==> src/rtl/div_req_sched.sv <==
// div_req_sched: round-robin front end for one shared serial divisibility checker.
// A winning requester's word is latched, the checker is cleared for one cycle,
// the word is shifted in MSB-first, and the checker's verdict after the last
// result is returned as a one-cycle strobe to the requester that was served.
//
// Ports
//   clk, rst              clock; synchronous active-high reset
//   req_vld/req_data      per-requester request valid and word (i at [i*WORD_W +: WORD_W])
//   req_rdy               combinational one-hot accept, only in IDLE
//   rsp_vld/rsp_divisible one-cycle one-hot response strobe and verdict
//   busy                  high whenever not IDLE
//   chk_rst_n             active-low clear to the checker
//   chk_bitstream(_vld)   serial bit and its valid to the checker
//   chk_divisible         checker verdict for the prefix so far
//   chk_result_vld        checker result strobe, one per consumed bit
module div_req_sched #(
    parameter int unsigned NUM_REQ = 4,
    parameter int unsigned WORD_W  = 8
) (
    input  logic                        clk,
    input  logic                        rst,
    input  logic [NUM_REQ-1:0]          req_vld,
    input  logic [NUM_REQ*WORD_W-1:0]   req_data,
    output logic [NUM_REQ-1:0]          req_rdy,
    output logic [NUM_REQ-1:0]          rsp_vld,
    output logic                        rsp_divisible,
    output logic                        busy,
    output logic                        chk_rst_n,
    output logic                        chk_bitstream,
    output logic                        chk_bitstream_vld,
    input  logic                        chk_divisible,
    input  logic                        chk_result_vld
);

    localparam int unsigned GW = (NUM_REQ > 1) ? $clog2(NUM_REQ) : 1;
    localparam int unsigned IW = (WORD_W > 1) ? $clog2(WORD_W) : 1;
    localparam int unsigned CW = $clog2(WORD_W + 1);

    typedef enum logic [2:0] {
        S_IDLE  = 3'd0,
        S_CLEAR = 3'd1,
        S_SHIFT = 3'd2,
        S_WAIT  = 3'd3,
        S_RESP  = 3'd4
    } state_t;

    state_t              state_q, state_d;
    logic [WORD_W-1:0]   word_q, word_d;
    logic [GW-1:0]       grant_q, grant_d;
    logic [GW-1:0]       last_grant_q, last_grant_d;
    logic [IW-1:0]       idx_q, idx_d;
    logic [CW-1:0]       cnt_q, cnt_d;
    logic                verdict_q, verdict_d;

    logic [NUM_REQ-1:0]  rsp_vld_q, rsp_vld_d;
    logic                rsp_divisible_q, rsp_divisible_d;
    logic                busy_q, busy_d;
    logic                chk_rst_n_q, chk_rst_n_d;
    logic                chk_bitstream_q, chk_bitstream_d;
    logic                chk_bitstream_vld_q, chk_bitstream_vld_d;

    logic                win_found;
    logic [GW-1:0]       win_idx;
    int unsigned         cand;

    // Round-robin search starting just after the last grant, wrapping modulo NUM_REQ.
    always_comb begin
        win_found = 1'b0;
        win_idx   = '0;
        cand      = 0;
        for (int unsigned i = 0; i < NUM_REQ; i++) begin
            cand = (32'(last_grant_q) + i + 32'd1) % NUM_REQ;
            if (!win_found && req_vld[GW'(cand)]) begin
                win_found = 1'b1;
                win_idx   = GW'(cand);
            end
        end
    end

    // Accept only in IDLE and never while reset is asserted.
    always_comb begin
        req_rdy = '0;
        if (state_q == S_IDLE && !rst && win_found) begin
            req_rdy = NUM_REQ'(1) << win_idx;
        end
    end

    // Next-state and datapath.
    always_comb begin
        state_d      = state_q;
        word_d       = word_q;
        grant_d      = grant_q;
        last_grant_d = last_grant_q;
        idx_d        = idx_q;
        cnt_d        = cnt_q;
        verdict_d    = verdict_q;

        case (state_q)
            S_IDLE: begin
                if (win_found) begin
                    state_d      = S_CLEAR;
                    word_d       = req_data[32'(win_idx) * WORD_W +: WORD_W];
                    grant_d      = win_idx;
                    last_grant_d = win_idx;
                end
            end
            S_CLEAR: begin
                state_d = S_SHIFT;
                idx_d   = IW'(WORD_W - 1);
                cnt_d   = '0;
            end
            S_SHIFT: begin
                if (idx_q == '0) begin
                    state_d = S_WAIT;
                end else begin
                    idx_d = idx_q - IW'(1);
                end
            end
            S_WAIT: begin
                state_d = S_WAIT;
            end
            S_RESP: begin
                state_d = S_IDLE;
            end
            default: begin
                state_d = S_IDLE;
            end
        endcase

        // Results are counted only while a word is in flight; the last one carries the verdict.
        if ((state_q == S_SHIFT || state_q == S_WAIT) && chk_result_vld) begin
            cnt_d = cnt_q + CW'(1);
            if (cnt_d == CW'(WORD_W)) begin
                verdict_d = chk_divisible;
                state_d   = S_RESP;
            end
        end
    end

    // Outputs are decoded from the next state so the registered pins line up with the state.
    always_comb begin
        rsp_vld_d           = '0;
        rsp_divisible_d     = 1'b0;
        busy_d              = (state_d != S_IDLE);
        chk_rst_n_d         = (state_d != S_CLEAR);
        chk_bitstream_d     = 1'b0;
        chk_bitstream_vld_d = 1'b0;
        if (state_d == S_SHIFT) begin
            chk_bitstream_vld_d = 1'b1;
            chk_bitstream_d     = word_d[idx_d];
        end
        if (state_d == S_RESP) begin
            rsp_vld_d       = NUM_REQ'(1) << grant_d;
            rsp_divisible_d = verdict_d;
        end
    end

    // State and output registers.
    always_ff @(posedge clk) begin
        if (rst) begin
            state_q             <= S_IDLE;
            word_q              <= '0;
            grant_q             <= '0;
            last_grant_q        <= GW'(NUM_REQ - 1);
            idx_q               <= '0;
            cnt_q               <= '0;
            verdict_q           <= 1'b0;
            rsp_vld_q           <= '0;
            rsp_divisible_q     <= 1'b0;
            busy_q              <= 1'b0;
            chk_rst_n_q         <= 1'b0;
            chk_bitstream_q     <= 1'b0;
            chk_bitstream_vld_q <= 1'b0;
        end else begin
            state_q             <= state_d;
            word_q              <= word_d;
            grant_q             <= grant_d;
            last_grant_q        <= last_grant_d;
            idx_q               <= idx_d;
            cnt_q               <= cnt_d;
            verdict_q           <= verdict_d;
            rsp_vld_q           <= rsp_vld_d;
            rsp_divisible_q     <= rsp_divisible_d;
            busy_q              <= busy_d;
            chk_rst_n_q         <= chk_rst_n_d;
            chk_bitstream_q     <= chk_bitstream_d;
            chk_bitstream_vld_q <= chk_bitstream_vld_d;
        end
    end

    assign rsp_vld           = rsp_vld_q;
    assign rsp_divisible     = rsp_divisible_q;
    assign busy              = busy_q;
    assign chk_rst_n         = chk_rst_n_q;
    assign chk_bitstream     = chk_bitstream_q;
    assign chk_bitstream_vld = chk_bitstream_vld_q;

endmodule

==> config.mk <==
export PLATFORM = sky130hd
export DESIGN_NAME = div_req_sched
export DESIGN_NICKNAME = d
export VERILOG_FILES = /design/src/rtl/div_req_sched.sv
export SDC_FILE = /design/constraint.sdc
export NUM_CORES = 1
export LEC_CHECK = 0
export ABC_CLOCK_PERIOD_IN_PS = 2450
export CORE_MARGIN = 5
export CORE_UTILIZATION = 33
export DETAILED_ROUTE_END_ITERATION = 6
export REMOVE_ABC_BUFFERS = 1
export SYNTH_ARGS = -nofsm -noshare
export SYNTH_HDL_FRONTEND = slang
export SYNTH_SLANG_ARGS = --single-unit
==> constraint.sdc <==
create_clock -name clk -period 2.45 [get_ports clk]
set_input_delay 0.49 -clock clk [delete_from_list [all_inputs] [get_ports clk]]
set_output_delay 0.49 -clock clk [all_outputs]
set_load 0.01 [all_outputs]
==> impl_metrics.py <==
metrics = {
    "power_and_ir_drop": {
        "p_sw_frac": 0.309,
        "powerDensity_mw_per_mm2": 701,
        "power_switching_uw": 585,
        "p_leak_uw": 0.00113,
        "intPower_uw": 1310,
        "p_clk_frac": 0.279,
        "share_comb_of_total_power": 0.406,
        "pwr-share-seq": 0.315,
        "peakVddDrop_mv": 0.453,
        "power_uw": 1900,
    },
    "route": {
        "wl_per_cell_um": 13.1,
        "final_antenna_net_count": 0,
        "via_per_inst": 4.78,
        "vias": 1712,
        "wirelength_um": 4690,
        "drt_iter0_drc": 67,
        "remaining_drc_errors": 0,
        "first_pass_iters": 4,
    },
    "cts": {
        "cts.hold.buffers_added": 0,
        "cts_buffers": 5,
        "cts_tree": "built",
        "cts_root_buf": "clkbuf_8",
        "cts.clk_slew.worst_paths_ps": 70,
        "clk-insertion-delay-late_ps": 290,
        "clockBufferDepth": 2,
        "clock_sinks": 31,
        "cts-htree-levels": 2,
    },
    "grt": {
        "antenna_found_initial": 0,
        "gr-total-overflow": 0,
        "grt_use_total": 0.146,
        "grt_max_degree": 21,
        "grt_pass1_wl_um": 7450,
        "grt_pass1_vias": 1664,
    },
    "logic_synthesis": {
        "yosys_warnings": 0,
        "syn_inst": 201,
        "syn_area_mm2": 0.00165,
        "ys_ff_latch": 31,
        "synth_top_cell_by_area": "dfxtp_1",
        "synth_common_cells": "35 x nor2_1, 31 x dfxtp_1, 15 x nand2_1, 12 x a21oi_1, 11 x mux2i_1",
        "synth-main-ff-cell": "dfxtp_1",
        "synth_area_per_cell_um2": 8.20,
        "synth_area_leaders": "dfxtp_1 38%, nor2_1 8.0%, mux2i_1 6.7%, a21oi_1 3.6%, mux2_2 3.4%",
        "synthArstFlopShare": 0,
        "synth_top_area_frac": 0.376,
        "yosysMostFrequentCell": "nor2_1",
        "synth_edf_count": 0,
        "synth_cell_types": 43,
        "ys_seq_area_frac": 0.376,
    },
    "sta": {
        "tightest_slew_ps": 478,
        "max_freq_mhz": 423,
        "slew_headroom": 0.679,
        "post-route-period-util": 0.965,
        "finalHoldViolations": 0,
        "finClkSkew_ps": 5.75,
        "fin_hold_ws_ps": 493,
        "setup-violations-final": 0,
        "slew_violations": 0,
        "period_needed_ps": 2360,
    },
    "finish": {
        "insertedDiodeCount": 0,
        "synthToLayoutAreaGrowth_pct": 63.9,
        "finalNonFillerCells": 358,
        "drive_gt1_frac": 0.271,
        "nets": 333,
    },
    "die": {
        "fp.dieArea_mm2": 0.00651,
        "core_area_mm2": 0.00479,
        "die_y_um": 80.7,
        "die_w_um": 80.7,
        "num_rows": 25,
        "initial_utilization": 0.345,
        "num_io_pins": 53,
    },
    "place": {
        "dp_cells": 342,
        "hpwlAfterDp_um": 3600,
        "gp_congestion": 0.822,
        "io_buffers": 52,
    },
    "critical_path": {
        "worstSetupPathType": "input port to flip-flop",
        "crit_fanout": 7,
        "required_ps": 2620,
        "crit_arrival_ps": 2530,
        "start_kind": "input port",
        "end_kind": "flip-flop",
    },
    "run": {
        "drv_cap": 0,
    },
    "min_path": {
        "min_path_type": "flip-flop to flip-flop",
    },
    "status": {
        "outcome": "completed",
    },
}
==> layout make-up <==
cell class	count	area (um^2)
clock inverter	2	35.0
timing repair buffer	92	816
sequential	31	621
clock buffer	6	82.6
inverter	2	7.51
fill	445	2080
tap	67	83.8
multi-input combinational	158	1060
==> kinds of logic after synthesis <==
family | synth area share
simple gates | 0.256
compound gates | 0.203
flops | 0.376
mux | 0.101
buf+inv | 0.0357
fa+ha+maj | 0.0228
xor+xnor | 0.00531
==> metal layers <==
| layer | global-route usage | wire, um | vias up |
|---|---|---|---|
| li1 | - | - | 895 |
| met1 | 0.187 | 2260 | 766 |
| met2 | 0.238 | 2070 | 42 |
| met3 | 0.0370 | 296 | 9 |
| met4 | 0.0456 | 70 | 0 |
| met5 | 0 | 0 | - |
==> final timing paths <==
path,from,to,slack [ps],cells past startpoint
max,req_vld[1],chk_bitstream,90,13
min,grant_q[1],grant_q[1],490,2
max reg2reg,idx_q[0],chk_bitstream,220,9
min reg2reg,grant_q[1],grant_q[1],490,2
==> critical path, stage by stage <==
cell and delay, ps:
clkbuf_2 110, buf_4 150, nor2b_1 130, o21a_1 210, nor3_4 250, buf_6 130, buf_4 110, buf_12 110
mux2_2 340, a22oi_2 180, a32oi_2 140, o2111ai_2 80, o31ai_1 90
==> flip-flops by register name (all words and copies together) (netlist names) <==
register,count
chk_bitstream,1
idx_q,3
cnt_q,4
rsp_divisible,1
rsp_vld,4
last_grant_q,2
chk_rst_n,1
busy,1
grant_q,2
word_q,8
state_q,3
chk_bitstream_vld,1
==> stage by stage <==
stage          worst slack (ps)  instance area, um^2   util  TNS (ps)
4_1_cts                    7.95                 2680  0.560         0
5_1_grt                   -10.5                 2700  0.565     -10.5
6_report                   86.7                 2700  0.565         0
3_5_place_dp               -637                 2460  0.514     -5010
3_3_place_gp               -564                 2460  0.514     -4920
2_1_floorplan              -448                 1600      -     -1470
==> power by group through the flow <==
stage                     clock, uW  sequential (uW)  combinational [uW]
after floorplan                   0              609                 366
after global placement            0              603                 689
after detailed placement          0              605                 691
after CTS                       537              597                 746
after global routing            564              602                 841
final                           529              596                 770
==> timing repair <==
action | CTS | global route
setup buffers | 6 | 2
pin swaps | 10 | 9
cloned | 0 | 0
endpoints found under the setup margin | 8 | 5
gates resized for setup | 33 | 12
==> placed cells by master (no fill, tap or decap), drive strengths merged, types with 3 or more instances in the layout <==
| cell type | n |
|---|---|
| clkdlybuf4s50 | 44 |
| buf | 43 |
| nor2 | 35 |
| dfxtp | 31 |
| nand2 | 15 |
| o21ai | 13 |
| a21oi | 12 |
| nor3 | 12 |
| mux2i | 11 |
| clkbuf | 10 |
| nor2b | 8 |
| nand2b | 7 |
| mux2 | 5 |
| a22oi | 5 |
| o21a | 3 |
| o211ai | 3 |
| ha | 3 |
No activity file was read; power rests on OpenSTA's default activity.
